**src/rtl/scr1_imem_trace_pkg.sv**
```systemverilog
// Shared definitions for the IMEM fetch tracer: response encodings,
// trace classes, RISC-V shift decode constants and the trace record layout.
package scr1_imem_trace_pkg;

    localparam logic [1:0] RESP_IDLE = 2'b00;
    localparam logic [1:0] RESP_OK   = 2'b01;
    localparam logic [1:0] RESP_ER   = 2'b10;
    localparam logic [1:0] RESP_RSVD = 2'b11;

    typedef enum logic [2:0] {
        CLS_OTHER = 3'd0,
        CLS_SLL   = 3'd1,
        CLS_SRL   = 3'd2,
        CLS_SRA   = 3'd3,
        CLS_SLLI  = 3'd4,
        CLS_SRLI  = 3'd5,
        CLS_SRAI  = 3'd6,
        CLS_RSVD  = 3'd7
    } trace_cls_e;

    localparam logic [6:0] OP_REG  = 7'b0110011;
    localparam logic [6:0] OP_IMM  = 7'b0010011;
    localparam logic [2:0] F3_SLL  = 3'b001;
    localparam logic [2:0] F3_SR   = 3'b101;
    localparam logic [6:0] F7_ZERO = 7'b0000000;
    localparam logic [6:0] F7_ALT  = 7'b0100000;

    typedef struct packed {
        logic [31:0] addr;
        logic [31:0] instr;
        logic        err;
        trace_cls_e  cls;
    } trace_rec_t;

    // Decode the shift family from opcode/funct3/funct7 (bits [31:25]).
    function automatic trace_cls_e classify_instr(input logic [6:0] op,
                                                  input logic [2:0] f3,
                                                  input logic [6:0] f7);
        trace_cls_e cls;
        cls = CLS_OTHER;
        if (op == OP_REG) begin
            if (f3 == F3_SLL && f7 == F7_ZERO)     cls = CLS_SLL;
            else if (f3 == F3_SR && f7 == F7_ZERO) cls = CLS_SRL;
            else if (f3 == F3_SR && f7 == F7_ALT)  cls = CLS_SRA;
        end else if (op == OP_IMM) begin
            if (f3 == F3_SLL && f7 == F7_ZERO)     cls = CLS_SLLI;
            else if (f3 == F3_SR && f7 == F7_ZERO) cls = CLS_SRLI;
            else if (f3 == F3_SR && f7 == F7_ALT)  cls = CLS_SRAI;
        end
        return cls;
    endfunction

endpackage

```
**src/rtl/scr1_trace_fifo_sync.sv**
```systemverilog
// Synchronous FIFO; a push while full is accepted when a pop happens
// in the same cycle. Head data is read straight from the storage registers.
module scr1_trace_fifo_sync #(
    parameter int WIDTH = 32,
    parameter int DEPTH = 4
) (
    input  logic             clk,
    input  logic             rst,
    input  logic             push,
    input  logic [WIDTH-1:0] push_data,
    input  logic             pop,
    output logic [WIDTH-1:0] pop_data,
    output logic             full,
    output logic             empty
);
    localparam int AW = $clog2(DEPTH);
    localparam logic [AW:0] FULL_CNT = (AW + 1)'(DEPTH);

    logic [WIDTH-1:0] mem [DEPTH];
    logic [AW-1:0]    wr_ptr;
    logic [AW-1:0]    rd_ptr;
    logic [AW:0]      count;
    logic             do_push;
    logic             do_pop;

    assign empty    = (count == '0);
    assign full     = (count == FULL_CNT);
    assign do_pop   = pop & ~empty;
    assign do_push  = push & (~full | do_pop);
    assign pop_data = mem[rd_ptr];

    // Storage write; contents need no reset since occupancy gates visibility.
    always_ff @(posedge clk) begin
        if (do_push) mem[wr_ptr] <= push_data;
    end

    // Pointer and occupancy tracking.
    always_ff @(posedge clk or posedge rst) begin
        if (rst) begin
            wr_ptr <= '0;
            rd_ptr <= '0;
            count  <= '0;
        end else begin
            if (do_push) wr_ptr <= wr_ptr + 1'b1;
            if (do_pop)  rd_ptr <= rd_ptr + 1'b1;
            if (do_push && !do_pop)      count <= count + 1'b1;
            else if (!do_push && do_pop) count <= count - 1'b1;
        end
    end

endmodule

```
**src/rtl/scr1_imem_fetch_tracer.sv**
```systemverilog
// Pairs accepted IMEM fetch addresses with their responses, classifies the
// returned instruction and queues trace records for a valid/ready consumer.
module scr1_imem_fetch_tracer
    import scr1_imem_trace_pkg::*;
#(
    parameter int ADDR_Q_DEPTH = 4,
    parameter int TRACE_DEPTH  = 8,
    parameter int CNT_W        = 32
) (
    input  logic             clk,
    input  logic             rst,
    input  logic             imem_req,
    input  logic             imem_req_ack,
    input  logic [31:0]      imem_addr,
    input  logic [31:0]      imem_rdata,
    input  logic [1:0]       imem_resp,
    output logic             trace_vld,
    input  logic             trace_rdy,
    output logic [31:0]      trace_addr,
    output logic [31:0]      trace_instr,
    output logic             trace_err,
    output logic [2:0]       trace_cls,
    output logic [CNT_W-1:0] srl_cnt,
    output logic [CNT_W-1:0] shift_cnt,
    output logic [CNT_W-1:0] drop_cnt,
    output logic             err_orphan,
    output logic             err_aq_ovf
);
    logic        req_fire;
    logic        resp_ok;
    logic        resp_er;
    logic        resp_vld;
    logic        aq_push;
    logic        aq_pop;
    logic        aq_full;
    logic        aq_empty;
    logic [31:0] aq_head;
    logic        aq_bypass;
    logic [31:0] pair_addr;

    trace_rec_t  new_rec;
    trace_rec_t  head_rec;
    logic        tf_full;
    logic        tf_empty;
    logic        tf_pop;

    logic        srl_hit;
    logic        shift_hit;
    logic        drop_hit;
    logic        orphan_hit;
    logic        ovf_hit;

    assign req_fire = imem_req & imem_req_ack;
    assign resp_ok  = (imem_resp == RESP_OK);
    assign resp_er  = (imem_resp == RESP_ER);
    assign resp_vld = resp_ok | resp_er;

    // A request arriving with a response into an empty queue is consumed
    // directly as the pair address and never enters the queue.
    assign aq_bypass = resp_vld & aq_empty & req_fire;
    assign aq_push   = req_fire & ~aq_bypass;
    assign aq_pop    = resp_vld & ~aq_empty;

    assign orphan_hit = resp_vld & aq_empty & ~req_fire;
    assign ovf_hit    = req_fire & aq_full & ~aq_pop;

    // Pick the address paired with this cycle's response.
    always_comb begin
        pair_addr = aq_head;
        if (aq_empty) pair_addr = req_fire ? imem_addr : 32'hFFFF_FFFF;
    end

    // Build the record for this cycle's response.
    always_comb begin
        new_rec.addr  = pair_addr;
        new_rec.instr = resp_ok ? imem_rdata : 32'h0;
        new_rec.err   = resp_er;
        new_rec.cls   = resp_ok ? classify_instr(imem_rdata[6:0], imem_rdata[14:12],
                                                 imem_rdata[31:25])
                                : CLS_OTHER;
    end

    scr1_trace_fifo_sync #(.WIDTH(32), .DEPTH(ADDR_Q_DEPTH)) u_addr_q (
        .clk       (clk),
        .rst       (rst),
        .push      (aq_push),
        .push_data (imem_addr),
        .pop       (aq_pop),
        .pop_data  (aq_head),
        .full      (aq_full),
        .empty     (aq_empty)
    );

    scr1_trace_fifo_sync #(.WIDTH($bits(trace_rec_t)), .DEPTH(TRACE_DEPTH)) u_trace_q (
        .clk       (clk),
        .rst       (rst),
        .push      (resp_vld),
        .push_data (new_rec),
        .pop       (tf_pop),
        .pop_data  (head_rec),
        .full      (tf_full),
        .empty     (tf_empty)
    );

    assign trace_vld   = ~tf_empty;
    assign tf_pop      = trace_vld & trace_rdy;
    assign trace_addr  = trace_vld ? head_rec.addr  : 32'h0;
    assign trace_instr = trace_vld ? head_rec.instr : 32'h0;
    assign trace_err   = trace_vld ? head_rec.err   : 1'b0;
    assign trace_cls   = trace_vld ? head_rec.cls   : 3'd0;

    assign srl_hit   = resp_ok & ((new_rec.cls == CLS_SRL) | (new_rec.cls == CLS_SRLI));
    assign shift_hit = resp_ok & (new_rec.cls != CLS_OTHER);
    assign drop_hit  = resp_vld & tf_full & ~tf_pop;

    // Saturating event counters.
    always_ff @(posedge clk or posedge rst) begin
        if (rst) begin
            srl_cnt   <= '0;
            shift_cnt <= '0;
            drop_cnt  <= '0;
        end else begin
            if (srl_hit && srl_cnt != '1)     srl_cnt   <= srl_cnt + 1'b1;
            if (shift_hit && shift_cnt != '1) shift_cnt <= shift_cnt + 1'b1;
            if (drop_hit && drop_cnt != '1)   drop_cnt  <= drop_cnt + 1'b1;
        end
    end

    // Sticky error flags, cleared only by reset.
    always_ff @(posedge clk or posedge rst) begin
        if (rst) begin
            err_orphan <= 1'b0;
            err_aq_ovf <= 1'b0;
        end else begin
            if (orphan_hit) err_orphan <= 1'b1;
            if (ovf_hit)    err_aq_ovf <= 1'b1;
        end
    end

endmodule

```
**config.mk**
```make
export PLATFORM = sky130hd
export DESIGN_NAME = scr1_imem_fetch_tracer
export DESIGN_NICKNAME = d
export VERILOG_FILES = /design/src/rtl/scr1_imem_trace_pkg.sv /design/src/rtl/scr1_trace_fifo_sync.sv /design/src/rtl/scr1_imem_fetch_tracer.sv
export SDC_FILE = /design/constraint.sdc
export NUM_CORES = 1
export LEC_CHECK = 0
export BUFFER_PORTS_ARGS = -buffer_cell sky130_fd_sc_hd__clkbuf_2
export CORE_ASPECT_RATIO = 2
export CORE_MARGIN = 8
export CORE_UTILIZATION = 45
export CTS_CLUSTER_DIAMETER = 120
export DETAILED_ROUTE_END_ITERATION = 12
export MAX_ROUTING_LAYER = met4
export PLACE_DENSITY = 0.65
export SLEW_MARGIN = 0
export SYNTH_ARGS = -nofsm -noshare
export SYNTH_HDL_FRONTEND = slang
export SYNTH_SLANG_ARGS = --single-unit
```
**constraint.sdc**
```tcl
create_clock -name clk -period 6.34 [get_ports clk]
set_input_delay 0.317 -clock clk [delete_from_list [all_inputs] [get_ports clk]]
set_output_delay 0.317 -clock clk [all_outputs]
set_load 0.05 [all_outputs]
```
==> results of run 1 <==
-- cells in the mapped netlist (36+ instances only) --
cell	instances
a21oi_1	36
and2_1	42
clkbuf_1	44
dfrtp_1	115
edfxtp_1	672
mux2i_1	68
mux4_2	168
nand2_1	47
nand3_1	42
nor2_1	171
xnor2_1	73
-- sequential cells by signal, indices dropped and copies added (netlist names) --
| name | count |
|---|---|
| srl_cnt | 32 |
| u_addr_q.count | 3 |
| err_aq_ovf | 1 |
| u_trace_q.mem | 544 |
| u_trace_q.count | 4 |
| shift_cnt | 32 |
| u_trace_q.rd_ptr | 3 |
| u_addr_q.mem | 128 |
| u_trace_q.wr_ptr | 3 |
| drop_cnt | 32 |
| u_addr_q.rd_ptr | 2 |
| err_orphan | 1 |
| u_addr_q.wr_ptr | 2 |
-- layer usage --
layer | vias up | share of wire, % | track usage [%] | routed length [um]
met5 | - | 0 | - | 0
li1 | 7279 | - | - | -
met3 | 83 | 6.1 | 3.39 | 4080
met1 | 8334 | 44 | 23.3 | 29200
met2 | 489 | 48 | 27.0 | 32200
met4 | 0 | 2.1 | 4.97 | 1400
-- stage by stage --
| stage | instances | power, uW | hold slack (ns) | util [%] | instance area [um2] |
|---|---|---|---|---|---|
| 2_1_floorplan | 1707 | 11700 | 0.416 | - | 31500 |
| 3_3_place_gp | 2804 | 13400 | 0.448 | 48.8 | 33900 |
| 3_5_place_dp | 2804 | 13400 | 0.455 | 48.8 | 33900 |
| 4_1_cts | 2963 | 17900 | 0.0494 | 52.7 | 36600 |
| 5_1_grt | 2971 | 18400 | 0.0893 | 52.7 | 36600 |
| 6_report | 2971 | 17600 | 0.0849 | 52.7 | 36600 |
-- cells by family (layout without fill, tap and decap cells) --
logic type               Yosys count  count (layout)  share of synthesized area [%]
flip-flops                       787             787                           73.2
AND/OR/NAND/NOR                  414             414                           6.53
multiplexers                     243             243                           14.4
XOR/XNOR                         108             108                           3.00
buffers and inverters             85             438                           1.06
AO/OA/AOI/OAI                     53              53                           1.01
adder cells (fa/ha/maj)           17              17                          0.723
other                              0               8                              0
-- area by class of cell --
class                      count  area, um2  share of cell area, %
sequential                   787      23100                   63.0
multi-input combinational    835       8180                   22.3
clock buffer                  90       1950                   5.34
timing repair buffer         298       1750                   4.78
tap                          903       1130                   3.09
clock inverter                36        455                   1.24
inverter                      14       55.1                  0.150
antenna                        8       20.0                 0.0547
-- power by group through the flow --
stage	logic (uW)	registers, uW	clock network (uW)
after detailed placement	6050	7390	0
final	5950	7270	4420
after global placement	6010	7360	0
after CTS	6080	7290	4530
after floorplan	4560	7120	0
after global routing	6380	7350	4700
-- worst max-delay path, cell delays in order, from the launching register on --
cell,delay [ns]
dfrtp_4,1.07
buf_4,0.65
mux4_2,0.39
mux2i_1,0.33
nor2_1,0.07
clkbuf_2,0.28
-- how the worst max path moves through the flow --
stage | from | endpoint | slack [ns] | depth (start not counted)
3_5_place_dp | imem_resp[0] | u_trace_q.mem[6][24] | 2.94 | 6
3_3_place_gp | imem_resp[0] | u_trace_q.mem[6][22] | 2.99 | 6
6_report | u_trace_q.rd_ptr[1] | trace_addr[31] | 2.56 | 5
4_1_cts | u_trace_q.rd_ptr[0] | trace_addr[30] | 2.45 | 5
2_1_floorplan | imem_resp[0] | u_trace_q.mem[7][0] | 1.75 | 6
5_1_grt | u_trace_q.rd_ptr[0] | trace_addr[30] | 2.30 | 5
-- timing repair --
action | 4_1_cts | 5_1_grt
hold buffers | 33 | 0
endpoints found under the hold margin | 179 | 0
setup buffers | 0 | 0
==> flow_summary.ini, run 1 <==
[power]
leakagePower_uw = 0.0132
ir_drop_uv = 626
switching_share_pct = 35.7
pwr-share-seq_pct = 41.2
clkPwrFrac_pct = 25.1
switchingPower_uw = 6310
power_frac_comb_pct = 33.7
p_int_uw = 11300
power_density_mw_per_mm2 = 482

[min_path]
hold_depth = 3
hold_class = in -> reg
whs_endpoint = err_orphan
worstHoldStart = imem_req_ack

[place]
io_buffer_count = 237
place_worst_setup_slack_ns = 2.94
place_congestion = 0.816
dpl.hpwl_um = 40200

[detailed_routing]
ant_nets = 0
wl_per_cell_um = 22.5
vias = 16185
via_per_inst = 5.45
drt_wl_total_um = 66900
post-route-drc-count = 0
drt_iter0_drc = 1074
dr.pass1.iters = 5

[logic_synthesis]
ys_warn_count = 0
synth_fp_nets = 1795
syn_area_mm2 = 0.0315
yosysTopAreaCellShare_pct = 64.1
synthDistinctLibCells = 45
synth_seq_cells = 787
synth_cells = 1707
yosys_most_used_dff = edfxtp_1
synthArstFlopShare_pct = 14.6
yosys-top-cells-area = edfxtp_1, mux4_2, dfrtp_1
synth_edf_count = 672
synth_area_leader_cell = edfxtp_1
seq_area_frac_synth_pct = 73.2
avgSynthCellArea_um2 = 18.4

[die]
coreArea_mm2 = 0.0694
start_util_pct = 45.3
ios = 238
die_y_um = 390
rows = 137
die_w_um = 203
die_area_mm2 = 0.0792

[worst_setup_path]
crit_type = reg -> out
r2r_end = u_trace_q.mem[6][28]
critPathCaptureType = primary output
worstPathRequired_ns = 6.02
critPathLaunchType = flop
r2r_cells = 5
cp_data_arrival_time_ns = 3.47
r2r_start = u_trace_q.count[3]
r2r_slack_ns = 3.24
path_max_fanout = 64

[final_layout]
final_cell_mix = edfxtp_1, clkbuf_2, mux4_2
fillers = 5524
nets = 2094
final_layout_size_suffix_gt1_share_pct = 27.6
layout_commonest_cell = edfxtp_1
syn2layout_area_growth_pct = 16.3

[global_route]
grt_use_total_pct = 17.4
grt_start_max_net_pins = 71
grt_pass1_vias = 17242
grt_pass1_wl_um = 103000
antenna_found_initial = 8
grt_overflow = 0

[run_status]
outcome = finished, final reports clean

[clock_tree]
cts.htree.levels = 3
cts_buffers = 70
clkTransAtPathRegs_ns = 0.06
cts.sink_count = 787
cts_resized = 0
clk_path_buf_depth = 3
cts.root.buffer_cell = clkbuf_16
cts_tree = yes
worstSkewPairLatency_ns = 0.60

[sta]
final_hold_viol_count = 0
clock_skew_ns = 0.0242
max_freq_mhz = 264
finalCritPeriodShare_pct = 59.7
drv_slew = 0
rsz0062_at_grt = no
setup_viol = 0
relSlewSlack_pct = 25.8
fin_crit_ns = 3.78
tns_ns = 0
worstMarginPinSlew_ns = 1.11
setup_slack_ns = 2.56

[job]
maxCapViolations = 0
Note: power is estimated with default switching activity, not from simulation.
==> run 2, diff against run 1 <==
- clock period: 6.34 -> 3.2 ns (I/O delays scaled with it)
==> run 2 against run 1 <==
- combinational power rose by 120%
- critical path depth increased by 1
- wire length up 1.3%
- clock-buffer cell count down 2
- sequential power increased by 91%
==> flow_summary.ini, run 2 (same netlist as run 1, synthesis figures left out) <==
[final_layout]
layout_commonest_cell = edfxtp_1
top_regs = u_trace_q.mem (544), u_addr_q.mem (128)
nets = 2132
final_cell_mix = edfxtp_1, clkbuf_2, mux4_2
fillers = 5464
largest_reg_flops = 544
multi_input_area_mm2 = 0.00817
seqCellArea_mm2 = 0.0231
largest-register = u_trace_q.mem
final_layout_size_suffix_gt1_share_pct = 28.7
syn2layout_area_growth_pct = 17.9

[worst_setup_path]
path_cells = buf_4, buf_12, mux4_2, mux2i_1, nor2_1, clkbuf_2
worstPathRequired_ns = 3.04
cp_data_arrival_time_ns = 2.73
path_max_fanout = 26
worst_path_max_delay_cell = mux4_2
r2r_start = u_trace_q.count[0]
path_depth = 6
r2r_slack_ns = 0.64
r2r_cells = 6
crit_type = reg -> out
crit_buf_inv = 3
cpPeakStageDelay_ns = 0.54
startpoint = u_trace_q.rd_ptr[0]
critPathCaptureType = primary output
cpLargestDelayFamily = multiplexers
critPathLaunchType = flop

[die]
start_util_pct = 45.3
die_area_mm2 = 0.0792
rows = 137
die_w_um = 203
die_y_um = 390
coreArea_mm2 = 0.0694
ios = 238

[detailed_routing]
drt_wl_total_um = 67800
ant_nets = 0
dr.pass1.iters = 5
drt_iter0_drc = 1057
via_per_inst = 5.45
wl_per_cell_um = 22.5
vias = 16413
post-route-drc-count = 0

[sta]
relSlewSlack_pct = 38.1
final_hold_viol_count = 0
rsz0062_at_grt = no
worstMarginPinSlew_ns = 0.920
clock_skew_ns = 0.0200
setup_viol = 0
fin_crit_ns = 2.89
tns_ns = 0
finalCritPeriodShare_pct = 90.4
hold_ws_ns = 0.0404
max_freq_mhz = 346
drv_slew = 0

[global_route]
grt_overflow = 0
grt_use_total_pct = 17.6
grt_pass1_wl_um = 104000
antenna_found_initial = 4
grt_start_max_net_pins = 69
grt_pass1_vias = 17452

[power]
power_density_mw_per_mm2 = 947
ir_drop_uv = 1220
leakagePower_uw = 0.0134

[clock_tree]
cts_resized = 0
worstSkewPairLatency_ns = 0.61
cts.htree.levels = 3
clk_path_buf_depth = 3
cts_tree = yes
clkTransAtPathRegs_ns = 0.06
cts_buffers = 70
cts.root.buffer_cell = clkbuf_16
cts.sink_count = 787

[min_path]
hold_depth = 2
worstHoldStart = imem_rdata[17]
hold_class = in -> reg

[place]
place_congestion = 0.802
io_buffer_count = 237
dpl.hpwl_um = 41500

[job]
maxCapViolations = 0

[run_status]
outcome = finished, final reports clean
==> run 2: cell count changes in the layout (fill, tap and decap cells not counted), sizes merged <==
cell,previous run,this run
inv,16,19
clkinvlp,4,6
dlygate4sd3,33,37
clkbuf,327,325
bufinv,10,7
diode,8,6
clkinv,20,22
buf,28,62
==> run 2: where the power goes <==
group | leakage, uW | switching, uW | internal (uW)
combinational | 0.00461 | 8470 | 4290
sequential | 0.00771 | 463 | 13400
clock | 0.00112 | 3690 | 4800
total | 0.0134 | 12600 | 22500
==> run 2: final timing paths <==
check / end
min in group asynchronous: shift_cnt[15]
max in group asynchronous: u_addr_q.rd_ptr[0]
setup reg to reg: u_trace_q.mem[1][42]
hold / removal: u_trace_q.mem[0][21]
hold reg to reg: err_orphan
setup / recovery: trace_addr[23]
==> run 2: final cells by class <==
cell class,instances,area share (%)
diodes,6,0.0405
clock buffers,88,5.07
clock inverters,40,1.17
inverters,14,0.152
multi-input cells,835,22.0
flip-flops and latches,787,62.2
well taps,903,3.04
repair buffers,336,6.36
==> run 2: stage by stage <==
step / instance area, um2 / total power (uW) / worst slack [ns] / instances / util, %
after global placement: 34300 / 26800 / 0.415 / 2829 / 49.5
after CTS: 37000 / 35600 / 0.0179 / 2994 / 53.3
after detailed placement: 34300 / 27000 / 0.418 / 2829 / 49.5
after floorplan: 31500 / 23100 / -0.160 / 1707 / -
after global routing: 37100 / 36800 / 0.160 / 3007 / 53.5
final: 37100 / 35200 / 0.308 / 3009 / 53.5
==> run 2: repair_timing <==
| action | in CTS | in global routing |
|---|---|---|
| setup buffers | 0 | 9 |
| hold buffers | 37 | 0 |
| endpoints found under the setup margin | 0 | 3 |
| endpoints found under the hold margin | 183 | 0 |
==> run 2: layer usage <==
metal  part of all wire [%]  routed length [um]  global-route usage, %  vias to the layer above
li1                       -                   -                      -                     7370
met1                     43               29100                   23.5                     8451
met2                     48               32900                   27.4                      505
met3                    6.7                4550                   3.87                       87
met4                    1.9                1280                   4.54                        0
met5                      0                   0                      -                        -
